### src/rtl/uart_tx_fifo_param_pkg.sv
// Shared types and helpers for the parametrised UART transmitter and its FIFO.
package uart_tx_fifo_param_pkg;

    typedef enum logic [1:0] {
        PARITY_NONE = 2'd0,
        PARITY_EVEN = 2'd1,
        PARITY_ODD  = 2'd2
    } parity_t;

    typedef enum logic [4:0] {
        ST_IDLE   = 5'b00001,
        ST_START  = 5'b00010,
        ST_DATA   = 5'b00100,
        ST_PARITY = 5'b01000,
        ST_STOP   = 5'b10000
    } uart_tx_state_t;

    // Clocks per bit, rounded to the nearest integer.
    function automatic int calc_div(input longint clk_in, input longint baud);
        return int'((clk_in + baud / 2) / baud);
    endfunction

endpackage

### src/rtl/uart_tx_fifo_param_fifo.sv
// Synchronous first-word fall-through FIFO, shared by the UART transmitter and receiver.
module sync_fifo #(
    parameter int WIDTH = 8,
    parameter int DEPTH = 16,
    localparam int AW   = (DEPTH > 1) ? $clog2(DEPTH) : 1
) (
    input  logic             clk_i,
    input  logic             srst_i,
    input  logic             wr_en_i,
    input  logic [WIDTH-1:0] din_i,
    input  logic             rd_en_i,
    output logic [WIDTH-1:0] dout_o,
    output logic             full_o,
    output logic             empty_o,
    output logic [AW:0]      data_count_o
);

    logic [WIDTH-1:0] mem_q [DEPTH];
    logic [AW-1:0]    wrPtr_q;
    logic [AW-1:0]    rdPtr_q;
    logic [AW:0]      count_q;
    logic             wrAccept;
    logic             rdAccept;

    // A write while full is dropped even if a pop frees a slot in the same cycle.
    assign wrAccept     = wr_en_i && !full_o;
    assign rdAccept     = rd_en_i && !empty_o;
    assign full_o       = (count_q == (AW + 1)'(DEPTH));
    assign empty_o      = (count_q == '0);
    assign data_count_o = count_q;
    assign dout_o       = mem_q[rdPtr_q];

    // Storage array: written at the tail pointer, never reset.
    always_ff @(posedge clk_i) begin
        if (wrAccept) begin
            mem_q[wrPtr_q] <= din_i;
        end
    end

    // Pointer and occupancy bookkeeping; pointers wrap naturally because DEPTH is a power of two.
    always_ff @(posedge clk_i) begin
        if (srst_i) begin
            wrPtr_q <= '0;
            rdPtr_q <= '0;
            count_q <= '0;
        end else begin
            if (wrAccept) begin
                wrPtr_q <= wrPtr_q + AW'(1);
            end
            if (rdAccept) begin
                rdPtr_q <= rdPtr_q + AW'(1);
            end
            case ({wrAccept, rdAccept})
                2'b10:   count_q <= count_q + (AW + 1)'(1);
                2'b01:   count_q <= count_q - (AW + 1)'(1);
                default: count_q <= count_q;
            endcase
        end
    end

endmodule

### src/rtl/uart_tx_fifo_param.sv
// Parametrised UART transmitter fed by an integrated FIFO; frames go out back-to-back.
module uart_tx_fifo_param
    import uart_tx_fifo_param_pkg::*;
#(
    parameter int      CLK_IN     = 100000000,
    parameter int      BAUD       = 115200,
    parameter int      DATA_BITS  = 8,
    parameter parity_t PARITY     = PARITY_NONE,
    parameter int      STOP_BITS  = 1,
    parameter int      FIFO_DEPTH = 16,
    parameter int      DIV        = calc_div(CLK_IN, BAUD)
) (
    input  logic                          clk_i,
    input  logic                          srst_i,
    input  logic                          wr_en_i,
    input  logic [DATA_BITS-1:0]          din_i,
    output logic                          full_o,
    output logic                          empty_o,
    output logic [$clog2(FIFO_DEPTH):0]   data_count_o,
    output logic                          tx_o,
    output logic                          busy_o,
    output logic                          tx_done_o
);

    localparam int           CW         = (DIV > 1) ? $clog2(DIV) : 1;
    localparam logic [CW-1:0] CNT_LAST  = CW'(DIV - 1);
    localparam logic [CW-1:0] CNT_PRE   = CW'(DIV - 2);
    localparam logic [3:0]   DATA_LAST  = 4'(DATA_BITS - 1);
    localparam logic [3:0]   STOP_LAST  = 4'(STOP_BITS - 1);
    localparam bit           HAS_PARITY = (PARITY != PARITY_NONE);

    if (DIV < 2 || DATA_BITS < 5 || DATA_BITS > 9 || STOP_BITS < 1 || STOP_BITS > 2 ||
        FIFO_DEPTH < 2 || ((FIFO_DEPTH & (FIFO_DEPTH - 1)) != 0)) begin : gBadParams
        $error("uart_tx_fifo_param: illegal parameter combination");
    end

    uart_tx_state_t          state_q;
    logic [CW-1:0]           clkCnt_q;
    logic [3:0]              bitCnt_q;
    logic [DATA_BITS-1:0]    shift_q;
    logic                    parityBit_q;
    logic                    tx_q;
    logic                    busy_q;
    logic                    done_q;

    logic                    fifoEmpty;
    logic                    fifoPop;
    logic [DATA_BITS-1:0]    fifoDout;
    logic                    clkLast;
    logic                    frameEnd;

    sync_fifo #(
        .WIDTH (DATA_BITS),
        .DEPTH (FIFO_DEPTH)
    ) uFifo (
        .clk_i        (clk_i),
        .srst_i       (srst_i),
        .wr_en_i      (wr_en_i),
        .din_i        (din_i),
        .rd_en_i      (fifoPop),
        .dout_o       (fifoDout),
        .full_o       (full_o),
        .empty_o      (empty_o),
        .data_count_o (data_count_o)
    );

    assign fifoEmpty = empty_o;
    assign clkLast   = (clkCnt_q == CNT_LAST);
    assign frameEnd  = (state_q == ST_STOP) && clkLast && (bitCnt_q == STOP_LAST);
    // The head word is taken when the line is idle or on the last clock of a frame.
    assign fifoPop   = !fifoEmpty && ((state_q == ST_IDLE) || frameEnd);

    assign tx_o      = tx_q;
    assign busy_o    = busy_q;
    assign tx_done_o = done_q;

    // Frame sequencer: every bit is held for DIV clocks, outputs are registered.
    always_ff @(posedge clk_i) begin
        if (srst_i) begin
            state_q     <= ST_IDLE;
            clkCnt_q    <= '0;
            bitCnt_q    <= '0;
            shift_q     <= '0;
            parityBit_q <= 1'b0;
            tx_q        <= 1'b1;
            busy_q      <= 1'b0;
            done_q      <= 1'b0;
        end else begin
            done_q <= 1'b0;
            case (state_q)
                ST_IDLE: begin
                    tx_q     <= 1'b1;
                    busy_q   <= 1'b0;
                    clkCnt_q <= '0;
                    bitCnt_q <= '0;
                    if (!fifoEmpty) begin
                        shift_q     <= fifoDout;
                        parityBit_q <= (PARITY == PARITY_ODD) ? ~^fifoDout : ^fifoDout;
                        state_q     <= ST_START;
                        tx_q        <= 1'b0;
                        busy_q      <= 1'b1;
                    end
                end
                ST_START: begin
                    if (clkLast) begin
                        clkCnt_q <= '0;
                        state_q  <= ST_DATA;
                        tx_q     <= shift_q[0];
                    end else begin
                        clkCnt_q <= clkCnt_q + CW'(1);
                    end
                end
                ST_DATA: begin
                    if (clkLast) begin
                        clkCnt_q <= '0;
                        if (bitCnt_q == DATA_LAST) begin
                            bitCnt_q <= '0;
                            if (HAS_PARITY) begin
                                state_q <= ST_PARITY;
                                tx_q    <= parityBit_q;
                            end else begin
                                state_q <= ST_STOP;
                                tx_q    <= 1'b1;
                            end
                        end else begin
                            bitCnt_q <= bitCnt_q + 4'd1;
                            shift_q  <= shift_q >> 1;
                            tx_q     <= shift_q[1];
                        end
                    end else begin
                        clkCnt_q <= clkCnt_q + CW'(1);
                    end
                end
                ST_PARITY: begin
                    if (clkLast) begin
                        clkCnt_q <= '0;
                        state_q  <= ST_STOP;
                        tx_q     <= 1'b1;
                    end else begin
                        clkCnt_q <= clkCnt_q + CW'(1);
                    end
                end
                ST_STOP: begin
                    if (clkCnt_q == CNT_PRE && bitCnt_q == STOP_LAST) begin
                        done_q <= 1'b1;
                    end
                    if (clkLast) begin
                        clkCnt_q <= '0;
                        if (bitCnt_q == STOP_LAST) begin
                            bitCnt_q <= '0;
                            if (!fifoEmpty) begin
                                shift_q     <= fifoDout;
                                parityBit_q <= (PARITY == PARITY_ODD) ? ~^fifoDout : ^fifoDout;
                                state_q     <= ST_START;
                                tx_q        <= 1'b0;
                            end else begin
                                state_q <= ST_IDLE;
                                tx_q    <= 1'b1;
                                busy_q  <= 1'b0;
                            end
                        end else begin
                            bitCnt_q <= bitCnt_q + 4'd1;
                        end
                    end else begin
                        clkCnt_q <= clkCnt_q + CW'(1);
                    end
                end
                default: begin
                    state_q  <= ST_IDLE;
                    tx_q     <= 1'b1;
                    busy_q   <= 1'b0;
                    clkCnt_q <= '0;
                    bitCnt_q <= '0;
                end
            endcase
        end
    end

endmodule
### config.mk
export PLATFORM = sky130hd
export DESIGN_NAME = uart_tx_fifo_param
export DESIGN_NICKNAME = d
export VERILOG_FILES = /design/src/rtl/uart_tx_fifo_param_pkg.sv /design/src/rtl/uart_tx_fifo_param_fifo.sv /design/src/rtl/uart_tx_fifo_param.sv
export SDC_FILE = /design/constraint.sdc
export NUM_CORES = 1
export LEC_CHECK = 0
export ABC_CLOCK_PERIOD_IN_PS = 9380
export CAP_MARGIN = 20
export CORE_UTILIZATION = 60
export DETAILED_ROUTE_END_ITERATION = 12
export HOLD_SLACK_MARGIN = 0.02
export PLACE_DENSITY = 0.78
export SETUP_SLACK_MARGIN = 0.5
export SLEW_MARGIN = 10
export SYNTH_ARGS = -nofsm -noshare
export SYNTH_HDL_FRONTEND = slang
export SYNTH_SLANG_ARGS = --single-unit
### constraint.sdc
create_clock -name clk_i -period 9.38 [get_ports clk_i]
set_clock_uncertainty 0.1 [all_clocks]
set_input_delay 1.876 -clock clk_i [delete_from_list [all_inputs] [get_ports clk_i]]
set_output_delay 1.876 -clock clk_i [all_outputs]
set_load 0.05 [all_outputs]
==> flow_summary.json, run 1 <==
{
  "root_buffer": "clkbuf_16",
  "num_rows": 40,
  "slew_viol_final": 0,
  "peakVddDrop_mv": 0.1658,
  "placed_area_sq_mm": 0.007681,
  "grt_max_degree": 35,
  "yosys_warnings": 0,
  "area_growth_pct": 12.89,
  "tns_ns": 0,
  "power.internal_mw": 1.586,
  "ys_seq_elements": 174,
  "dr.pass1.iters": 5,
  "synthCells": 517,
  "finalHoldViolCount": 0,
  "synth_fp_nets": 540,
  "ys_seq_area_share_pct": 64.42,
  "die_area_sq_mm": 0.01277,
  "core_sq_mm": 0.01201,
  "critPathKind": "reg2out",
  "switching_share_pct": 30.03,
  "fmax_mhz": 217.6,
  "fin_crit_ns": 4.595,
  "synth_cell_type_count": 66,
  "drt_iter0_markers": 423,
  "wl_per_cell_um": 21.00,
  "nets": 562,
  "rsz0062_at_grt": "false",
  "vias_per_cell": 6.313,
  "synth_most_common_cell": "edfxtp_1",
  "post_cts_buffers": 0,
  "dpl.cell_count": 665,
  "synth_ff_type": "edfxtp_1",
  "routed-via-count": 4413,
  "drcViolationCount": 0,
  "gp_congestion": 0.8892,
  "synth_top_area_share_pct": 51.97,
  "fin_ws_ns": 4.785,
  "synth-xor-area-share_pct": 2.132,
  "cpPeakStageDelay_ns": 0.87,
  "numPortBuffers": 20,
  "muxShareOfSynthArea_pct": 10.25,
  "die_w_um": 113.0,
  "ant_nets": 0,
  "max-cap-violations": 0,
  "finalCritPeriodShare_pct": 48.99,
  "p_seq_share_pct": 41.5,
  "fin_cells": 699,
  "final_cell_area_sq_mm": 0.008349,
  "multi_input_area_sq_mm": 0.002445,
  "leakagePower_nw": 2.750,
  "dr_wl_met2_um": 6991,
  "min_path_type": "reg2reg",
  "cts_tree": "built",
  "wirelength_um": 14680,
  "wl_met1_um": 6407,
  "antennaDiodeCount": 0,
  "synthArstFlopShare_pct": 0,
  "cts_resized": 0,
  "syn-cell-area_sq_mm": 0.007396,
  "boundaryPins": 21,
  "dr_wl_met3_um": 1088,
  "avgSynthCellArea_sq_um": 14.31,
  "dpl.hpwl_um": 9589,
  "cts_made_buffers": 17,
  "cp_max_fo": 7,
  "synthAdderAreaFrac_pct": 2.030,
  "synthSimpleGateAreaFrac_pct": 8.814,
  "fillers": 796,
  "seqCellArea_sq_mm": 0.004766,
  "power_density_mw_per_mm2": 271.4,
  "status": "finished clean",
  "synth_edf_count": 128,
  "fin_total_pwr_mw": 2.266,
  "clkLatencyLatePin_ns": 0.43,
  "grt_pass1_wl_um": 23200,
  "slew_headroom_pct": 42.62,
  "htree_levels": 4,
  "cts.reportedPaths.clkPinSlew_ns": 0.06,
  "synth-compound-area-share_pct": 9.829,
  "clock_path_buffers": 2,
  "start_util_pct": 61.57,
  "cts_hold_buffers": 0,
  "cp_slowest_cell": "clkdlybuf4s50_1",
  "synth_common_cells": "128 x edfxtp_1, 46 x dfxtp_1, 44 x nor2_1",
  "crit_arrival_ns": 2.62,
  "power_frac_comb_pct": 24.2,
  "top_layer": "met4",
  "yosys-top-cells-area": "edfxtp_1 52%, dfxtp_1 12%, mux4_2 5.5%",
  "grt-ovfl-total": 0,
  "die_y_um": 113.0,
  "fin_util_pct": 69.51,
  "crit_chain": "or4_1 -> nor2_1 -> clkdlybuf4s50_1",
  "startpoint_type": "register",
  "cp-end-kind": "output pin",
  "grt_pass1_vias": 4237,
  "grt_util_all_layers_pct": 24.85,
  "antenna_found_initial": 0,
  "synth_top_area_cell": "edfxtp_1",
  "synth_top_family_by_area": "multiplexers",
  "switching_power_mw": 0.6807,
  "tightest_slew_ns": 0.8575,
  "cts_sinks": 174,
  "holdWs_ns": 0.3712,
  "cp.required_ns": 7.40,
  "power.share.clock_pct": 34.3,
  "finalSetupViolations": 0,
  "place_ws_ns": 4.517,
  "layout-drive-gt1-share_pct": 12.86
}
-- cell usage in the layout, fill, tap and decap left out, types with 3 or more instances in the layout --
master / count
a22o_1: 8
buf_4: 5
o22ai_1: 3
ha_1: 12
clkdlybuf4s50_1: 20
dfxtp_1: 45
and3_1: 3
a31oi_1: 3
nand3_1: 8
inv_1: 13
nor2_1: 44
nand2_1: 14
clkbuf_16: 17
o21ai_0: 20
mux2i_1: 33
edfxtp_1: 128
a221oi_1: 7
mux4_2: 18
or4_1: 4
nand2b_1: 5
o22a_1: 7
xnor2_1: 9
xor2_1: 9
bufinv_16: 5
a21boi_0: 7
a211oi_1: 3
inv_8: 3
or3_1: 3
nor3_1: 8
a21oi_1: 20
a21o_1: 7
nand3b_1: 4
nor2b_1: 6
-- cells by family (layout without fill, tap and decap cells) --
group / Yosys count / count (layout)
adders and majority gates: 12 / 12
buffers and inverters: 37 / 72
and+or+nand+nor: 120 / 120
xor gates and xnor gates: 18 / 18
DFF: 174 / 174
muxes: 53 / 53
AOI/OAI and AO/OA: 103 / 103
-- cell type report --
| class | instances | area share (%) |
|---|---|---|
| Tap cell | 147 | 2.203 |
| Timing Repair Buffer | 27 | 2.967 |
| Multi-Input combinational cell | 306 | 29.28 |
| Clock buffer | 18 | 5.140 |
| Sequential cell | 174 | 57.08 |
| Clock inverter | 14 | 2.742 |
| Inverter | 13 | 0.5844 |
-- per-layer routing --
layer  GRT usage, %  vias up
met5              0        -
met4          8.509        0
met3          5.463       20
met2          37.75      170
met1          35.89     2170
li1               -     2053
-- flip-flops by register name, summed over array words and instances, names as in the netlist, named ones only --
name                count
uFifo.wrPtr_q           4
shift_q                 8
busy_o                  1
uFifo.mem_q           128
tx_done_o               1
uFifo.rdPtr_q           4
uFifo.data_count_o      5
clkCnt_q               10
bitCnt_q                4
tx_o                    1
state_q                 4
-- critical path: cells and delay by family, from the launching register on --
kind / cells / cell delay [ns]
buffers and inverters: 1 / 0.87
DFF: 1 / 0.38
and+or+nand+nor: 2 / 0.94
-- final timing paths --
check,depth (start not counted),from,endpoint,slack (ns)
worst min-delay path,2,busy_o,busy_o,0.37
worst max-delay path,3,uFifo.data_count_o[0],empty_o,4.78
worst min register to register,2,busy_o,busy_o,0.37
worst max register to register,12,clkCnt_q[1],uFifo.data_count_o[4],5.61
-- power by group through the flow --
stage | Clock [mW] | Sequential (mW) | Combinational [mW]
floorplan | 0 | 0.969 | 0.384
global placement | 0 | 0.950 | 0.529
detailed placement | 0 | 0.955 | 0.544
CTS | 0.783 | 0.940 | 0.547
global route | 0.815 | 0.949 | 0.596
finish | 0.777 | 0.941 | 0.549
Note: power is estimated with default switching activity, not from simulation.
==> run 2: changes to the inputs <==
--- a/config.mk
+++ b/config.mk
@@ -5,12 +5,12 @@
 export SDC_FILE = /design/constraint.sdc
 export NUM_CORES = 1
 export LEC_CHECK = 0
-export ABC_CLOCK_PERIOD_IN_PS = 9380
+export ABC_CLOCK_PERIOD_IN_PS = 4130
 export CAP_MARGIN = 20
-export CORE_UTILIZATION = 60
+export CORE_UTILIZATION = 55
 export DETAILED_ROUTE_END_ITERATION = 12
 export HOLD_SLACK_MARGIN = 0.02
-export PLACE_DENSITY = 0.78
+export PLACE_DENSITY = 0.75
 export SETUP_SLACK_MARGIN = 0.5
 export SLEW_MARGIN = 10
 export SYNTH_ARGS = -nofsm -noshare
==> constraint.sdc (replaced) <==
create_clock -name clk_i -period 4.13 [get_ports clk_i]
set_clock_uncertainty 0.1 [all_clocks]
set_input_delay 0.826 -clock clk_i [delete_from_list [all_inputs] [get_ports clk_i]]
set_output_delay 0.826 -clock clk_i [all_outputs]
set_load 0.05 [all_outputs]
==> flow_summary.json, run 2 (synthesis results as in run 1) <==
{
  "max-cap-violations": 0,
  "die_w_um": 118.0,
  "die_y_um": 118.0,
  "fillers": 945,
  "clock_path_buffers": 2,
  "drt_iter0_markers": 401,
  "critPathKind": "reg2out",
  "grt_pass1_wl_um": 23660,
  "cp_max_fo": 7,
  "slew_viol_final": 0,
  "switching_power_mw": 1.531,
  "gp_congestion": 0.8867,
  "grt_pass1_vias": 4395,
  "clkLatencyLatePin_ns": 0.42,
  "min_path_type": "reg2reg",
  "finalSetupViolations": 0,
  "cpPeakStageDelay_ns": 0.86,
  "cts_tree": "built",
  "crit_arrival_ns": 2.58,
  "largest_reg_flops": 128,
  "boundaryPins": 21,
  "placed_area_sq_mm": 0.007740,
  "crit_buf_inv": 1,
  "cp.required_ns": 3.20,
  "cp_top_family": "simple AND/OR/NAND/NOR gates",
  "power_frac_comb_pct": 25.9,
  "layout-drive-gt1-share_pct": 13.15,
  "dpl.hpwl_um": 9714,
  "num_rows": 42,
  "startpoint_type": "register",
  "fin_crit_ns": 3.502,
  "peakVddDrop_mv": 0.4402,
  "cts.reportedPaths.clkPinSlew_ns": 0.06,
  "power.internal_mw": 3.446,
  "finalCritPeriodShare_pct": 84.81,
  "status": "finished clean",
  "root_buffer": "clkbuf_16",
  "power.share.clock_pct": 30.3,
  "switching_share_pct": 30.76,
  "cp_slowest_cell": "clkdlybuf4s50_1",
  "reg_top3": "uFifo.mem_q (128), clkCnt_q (10), shift_q (8)",
  "routed-via-count": 4543,
  "area_growth_pct": 12.71,
  "p_seq_share_pct": 43.8,
  "wl_per_cell_um": 20.78,
  "grt-ovfl-total": 0,
  "finalHoldViolCount": 0,
  "layout_common_cells": "128 x edfxtp_1, 45 x dfxtp_1, 44 x nor2_1, 33 x mux2i_1",
  "power_density_mw_per_mm2": 597.2,
  "core_sq_mm": 0.01319,
  "top_register": "uFifo.mem_q",
  "cts_sinks": 174,
  "tightest_slew_ns": 0.9160,
  "ant_nets": 0,
  "start_util_pct": 56.07,
  "drcViolationCount": 0,
  "cp-end-kind": "output pin",
  "final_cell_area_sq_mm": 0.008335,
  "wirelength_um": 15190,
  "fmax_mhz": 285.5,
  "numPortBuffers": 20,
  "nets": 567,
  "grt_util_all_layers_pct": 22.85,
  "antenna_found_initial": 0,
  "rsz0062_at_grt": "false",
  "vias_per_cell": 6.215,
  "htree_levels": 4,
  "grt_max_degree": 33,
  "crit_chain": "or4_1 -> nor2_1 -> clkdlybuf4s50_1",
  "slew_headroom_pct": 38.93,
  "die_area_sq_mm": 0.01391,
  "final_common_cell": "edfxtp_1",
  "leakagePower_nw": 2.727,
  "cts_made_buffers": 17,
  "antennaDiodeCount": 0,
  "dr.pass1.iters": 5,
  "tns_ns": 0
}
[run 2: changes by cell type in the layout (fill, tap and decap cells not counted), sizes merged]
cell      change
inv           -2
clkbuf        +1
clkinvlp      -1
bufinv        -3
buf           +5
clkinv        +3
[run 2: cell type report]
type	instances	area [sq um]	area share [%]
Sequential cell	174	4766	57.18
Timing Repair Buffer	32	290.3	3.482
Clock buffer	19	432.9	5.194
Clock inverter	11	116.4	1.396
Multi-Input combinational cell	306	2461	29.53
Inverter	13	48.80	0.5854
Tap cell	176	220.2	2.642
[run 2: metal layers]
layer / GRT usage (%) / part of all wire, %
met2: 34.52 / 49
met3: 4.845 / 6.1
met1: 32.00 / 44
met4: 10.18 / 1.5
met5: 0 / 0
[run 2: power by group through the flow]
stage	combinational [mW]	sequential [mW]	clock (mW)
finish	1.29	2.18	1.51
floorplan	0.873	2.20	0
global placement	1.18	2.20	0
global route	1.39	2.21	1.59
CTS	1.21	2.18	1.53
detailed placement	1.20	2.21	0
[run 2: metrics by stage]
stage / util (%) / hold slack (ns) / power (mW) / setup WS [ns] / std cells
global route: 63.19 / 0.4011 / 5.188 / 0.4566 / 731
CTS: 62.84 / 0.3840 / 4.925 / 0.6182 / 727
global placement: 58.68 / 0.3557 / 3.380 / 0.7145 / 697
floorplan: - / 0.3411 / 3.074 / 0.8727 / 517
finish: 63.19 / 0.3872 / 4.978 / 0.6275 / 731
detailed placement: 58.68 / 0.3717 / 3.416 / 0.6401 / 697
[run 2: what timing repair did]
item                                   4_1_cts  5_1_grt
gates resized for setup                      0        3
setup endpoints to repair                    0        3
endpoints found under the hold margin        0        0
buffers inserted                             0        4
hold buffers                                 0        0
[run 2: worst register-to-register path, cell delays in order, from the launching register on]
cell      delay [ns]
dfxtp_1         0.38
or4_1           0.62
o21ai_0         0.44
a21oi_4         0.11
ha_1            0.29
xor2_1          0.17
ha_1            0.19
a21oi_1         0.24
o22ai_1         0.13
a222oi_1        0.41
or3_1           0.16
a21oi_1         0.05
[run 2: worst paths after layout]
check             slack (ns)  cells past startpoint               endpoint             startpoint
setup reg to reg        0.69                     11  uFifo.data_count_o[4]  uFifo.data_count_o[0]
hold / removal          0.39                      1            clkCnt_q[0]            clkCnt_q[0]
hold reg to reg         0.39                      1            clkCnt_q[0]            clkCnt_q[0]
setup / recovery        0.63                      3                empty_o  uFifo.data_count_o[0]
==> run 3: changes to the inputs <==
--- a/config.mk
+++ b/config.mk
@@ -5,7 +5,7 @@
 export SDC_FILE = /design/constraint.sdc
 export NUM_CORES = 1
 export LEC_CHECK = 0
-export ABC_CLOCK_PERIOD_IN_PS = 4130
+export ABC_CLOCK_PERIOD_IN_PS = 2900
 export CAP_MARGIN = 20
 export CORE_UTILIZATION = 55
 export DETAILED_ROUTE_END_ITERATION = 12
==> constraint.sdc (replaced) <==
create_clock -name clk_i -period 2.9 [get_ports clk_i]
set_clock_uncertainty 0.1 [all_clocks]
set_input_delay 0.58 -clock clk_i [delete_from_list [all_inputs] [get_ports clk_i]]
set_output_delay 0.58 -clock clk_i [all_outputs]
set_load 0.05 [all_outputs]
==> flow_summary.json, run 3 (synthesis results as in run 1) <==
{
  "status": "finished clean",
  "crit_chain": "ha_4 -> nor4bb_4 -> nand4_1 -> a21oi_4 -> ha_4 -> xor2_2 -> ha_4 -> a21oi_4 -> o22ai_1 -> a222oi_1 -> or3_1 -> a21oi_2",
  "num_rows": 42,
  "reg_top3": "uFifo.mem_q (128), clkCnt_q (10), shift_q (8)",
  "clkLatencyLatePin_ns": 0.43,
  "cp-end-kind": "register",
  "grtUsageMet2_pct": 37.79,
  "slew_viol_final": 0,
  "start_util_pct": 56.07,
  "tns_ns": 0,
  "dpl.cell_count": 718,
  "numPortBuffers": 20,
  "finalSetupViolations": 0,
  "grt-ovfl-total": 0,
  "max-cap-violations": 0,
  "antennaDiodeCount": 0,
  "routed-via-count": 4715,
  "grtUsageMet1_pct": 33.85,
  "seqCellArea_sq_mm": 0.004786,
  "cts_made_buffers": 17,
  "wl_per_cell_um": 21.03,
  "largest_reg_flops": 128,
  "finalCritPeriodShare_pct": 97.55,
  "cts_tree": "built",
  "startpoint_type": "register",
  "crit_path_frequent_cell": "ha_4",
  "critPathKind": "reg2reg",
  "power_density_mw_per_mm2": 858.4,
  "grt_util_all_layers_pct": 24.52,
  "peakVddDrop_mv": 1.058,
  "drcViolationCount": 0,
  "fillers": 888,
  "root_buffer": "clkbuf_16",
  "slew_headroom_pct": 53.50,
  "cts_sinks": 174,
  "fin_ws_ns": 0.07113,
  "htree_levels": 4,
  "fmax_mhz": 353.5,
  "nets": 598,
  "clock_path_buffers": 2,
  "reg2reg_depth": 12,
  "rsz0062_at_grt": "true",
  "fin_util_pct": 66.81,
  "top_usage_layer": "met2",
  "final_common_cell": "edfxtp_1",
  "core_sq_mm": 0.01319,
  "multi_input_area_sq_mm": 0.002630,
  "layout-drive-gt1-share_pct": 23.98,
  "wirelength_um": 16070,
  "boundaryPins": 21,
  "min_path_cells": 1,
  "grt_pass1_vias": 4676,
  "gp_congestion": 0.8563,
  "die_y_um": 118.0,
  "cp.required_ns": 3.12,
  "top_register": "uFifo.mem_q",
  "cts.reportedPaths.clkPinSlew_ns": 0.06,
  "grt_pass1_wl_um": 25210,
  "cpPeakStageDelay_ns": 0.39,
  "holdWs_ns": 0.3568,
  "layout_common_cells": "128 x edfxtp_1, 43 x nor2_1, 42 x buf_4, 37 x dfxtp_1, 33 x mux2i_1",
  "placed_area_sq_mm": 0.007978,
  "cp_max_fo": 5,
  "grt_max_degree": 33,
  "drt_iter0_markers": 538,
  "vias_per_cell": 6.171,
  "leakagePower_nw": 2.951,
  "crit_arrival_ns": 3.05,
  "finalHoldViolCount": 0,
  "tightest_slew_ns": 0.6953,
  "min_path_type": "reg2reg",
  "ant_nets": 0,
  "dpl.hpwl_um": 10350,
  "cts_hold_buffers": 0,
  "final_cell_area_sq_mm": 0.008812,
  "fin_cells": 764,
  "die_w_um": 118.0,
  "fin_crit_ns": 2.829,
  "fin_total_pwr_mw": 7.564,
  "antenna_found_initial": 0,
  "place_ws_ns": -0.01540,
  "use_met3_pct": 5.911,
  "area_growth_pct": 19.15,
  "cp_slowest_cell": "a222oi_1",
  "die_area_sq_mm": 0.01391,
  "dr.pass1.iters": 7
}
-- run 3: worst paths after layout --
kind               start                     to  slack (ns)
min          clkCnt_q[0]            clkCnt_q[0]        0.36
max reg2reg  clkCnt_q[0]  uFifo.data_count_o[4]        0.07
min reg2reg  clkCnt_q[0]            clkCnt_q[0]        0.36
max          clkCnt_q[0]  uFifo.data_count_o[4]        0.07
-- run 3: cell type report --
type	instances	share of cell area (%)
flip-flops and latches	174	54.31
repair buffers	63	6.034
well taps	176	2.499
clock inverters	12	1.803
clock buffers	20	4.955
multi-input cells	306	29.85
inverters	13	0.5537
-- run 3: timing repair --
| item | 4_1_cts | 5_1_grt |
|---|---|---|
| gates resized for setup | 25 | 13 |
| pin swaps | 15 | 13 |
| cloned | 0 | 0 |
| setup endpoints to repair | 8 | 20 |
| buffers inserted | 7 | 7 |
-- run 3: where the power goes --
group	switching (mW)	internal (mW)	total [mW]	leakage, nW
Combinational	1.26	0.976	2.23	1.12
Sequential	0.176	2.87	3.05	1.54
Clock	0.922	1.36	2.29	0.291
-- run 3: metal layers --
layer  vias up  routed length, um
li1       2110                  -
met1      2363               6686
met2       216               7868
met3        26               1213
met4         0                302
met5         -                  0
-- run 3: critical path, delay by kind of cell (launching register included) --
| kind | cells | cell delay (ns) |
|---|---|---|
| AOI/OAI and AO/OA | 5 | 0.88 |
| xor gates and xnor gates | 1 | 0.09 |
| adders and majority gates | 3 | 0.51 |
| DFF | 1 | 0.37 |
| and+or+nand+nor | 3 | 0.75 |
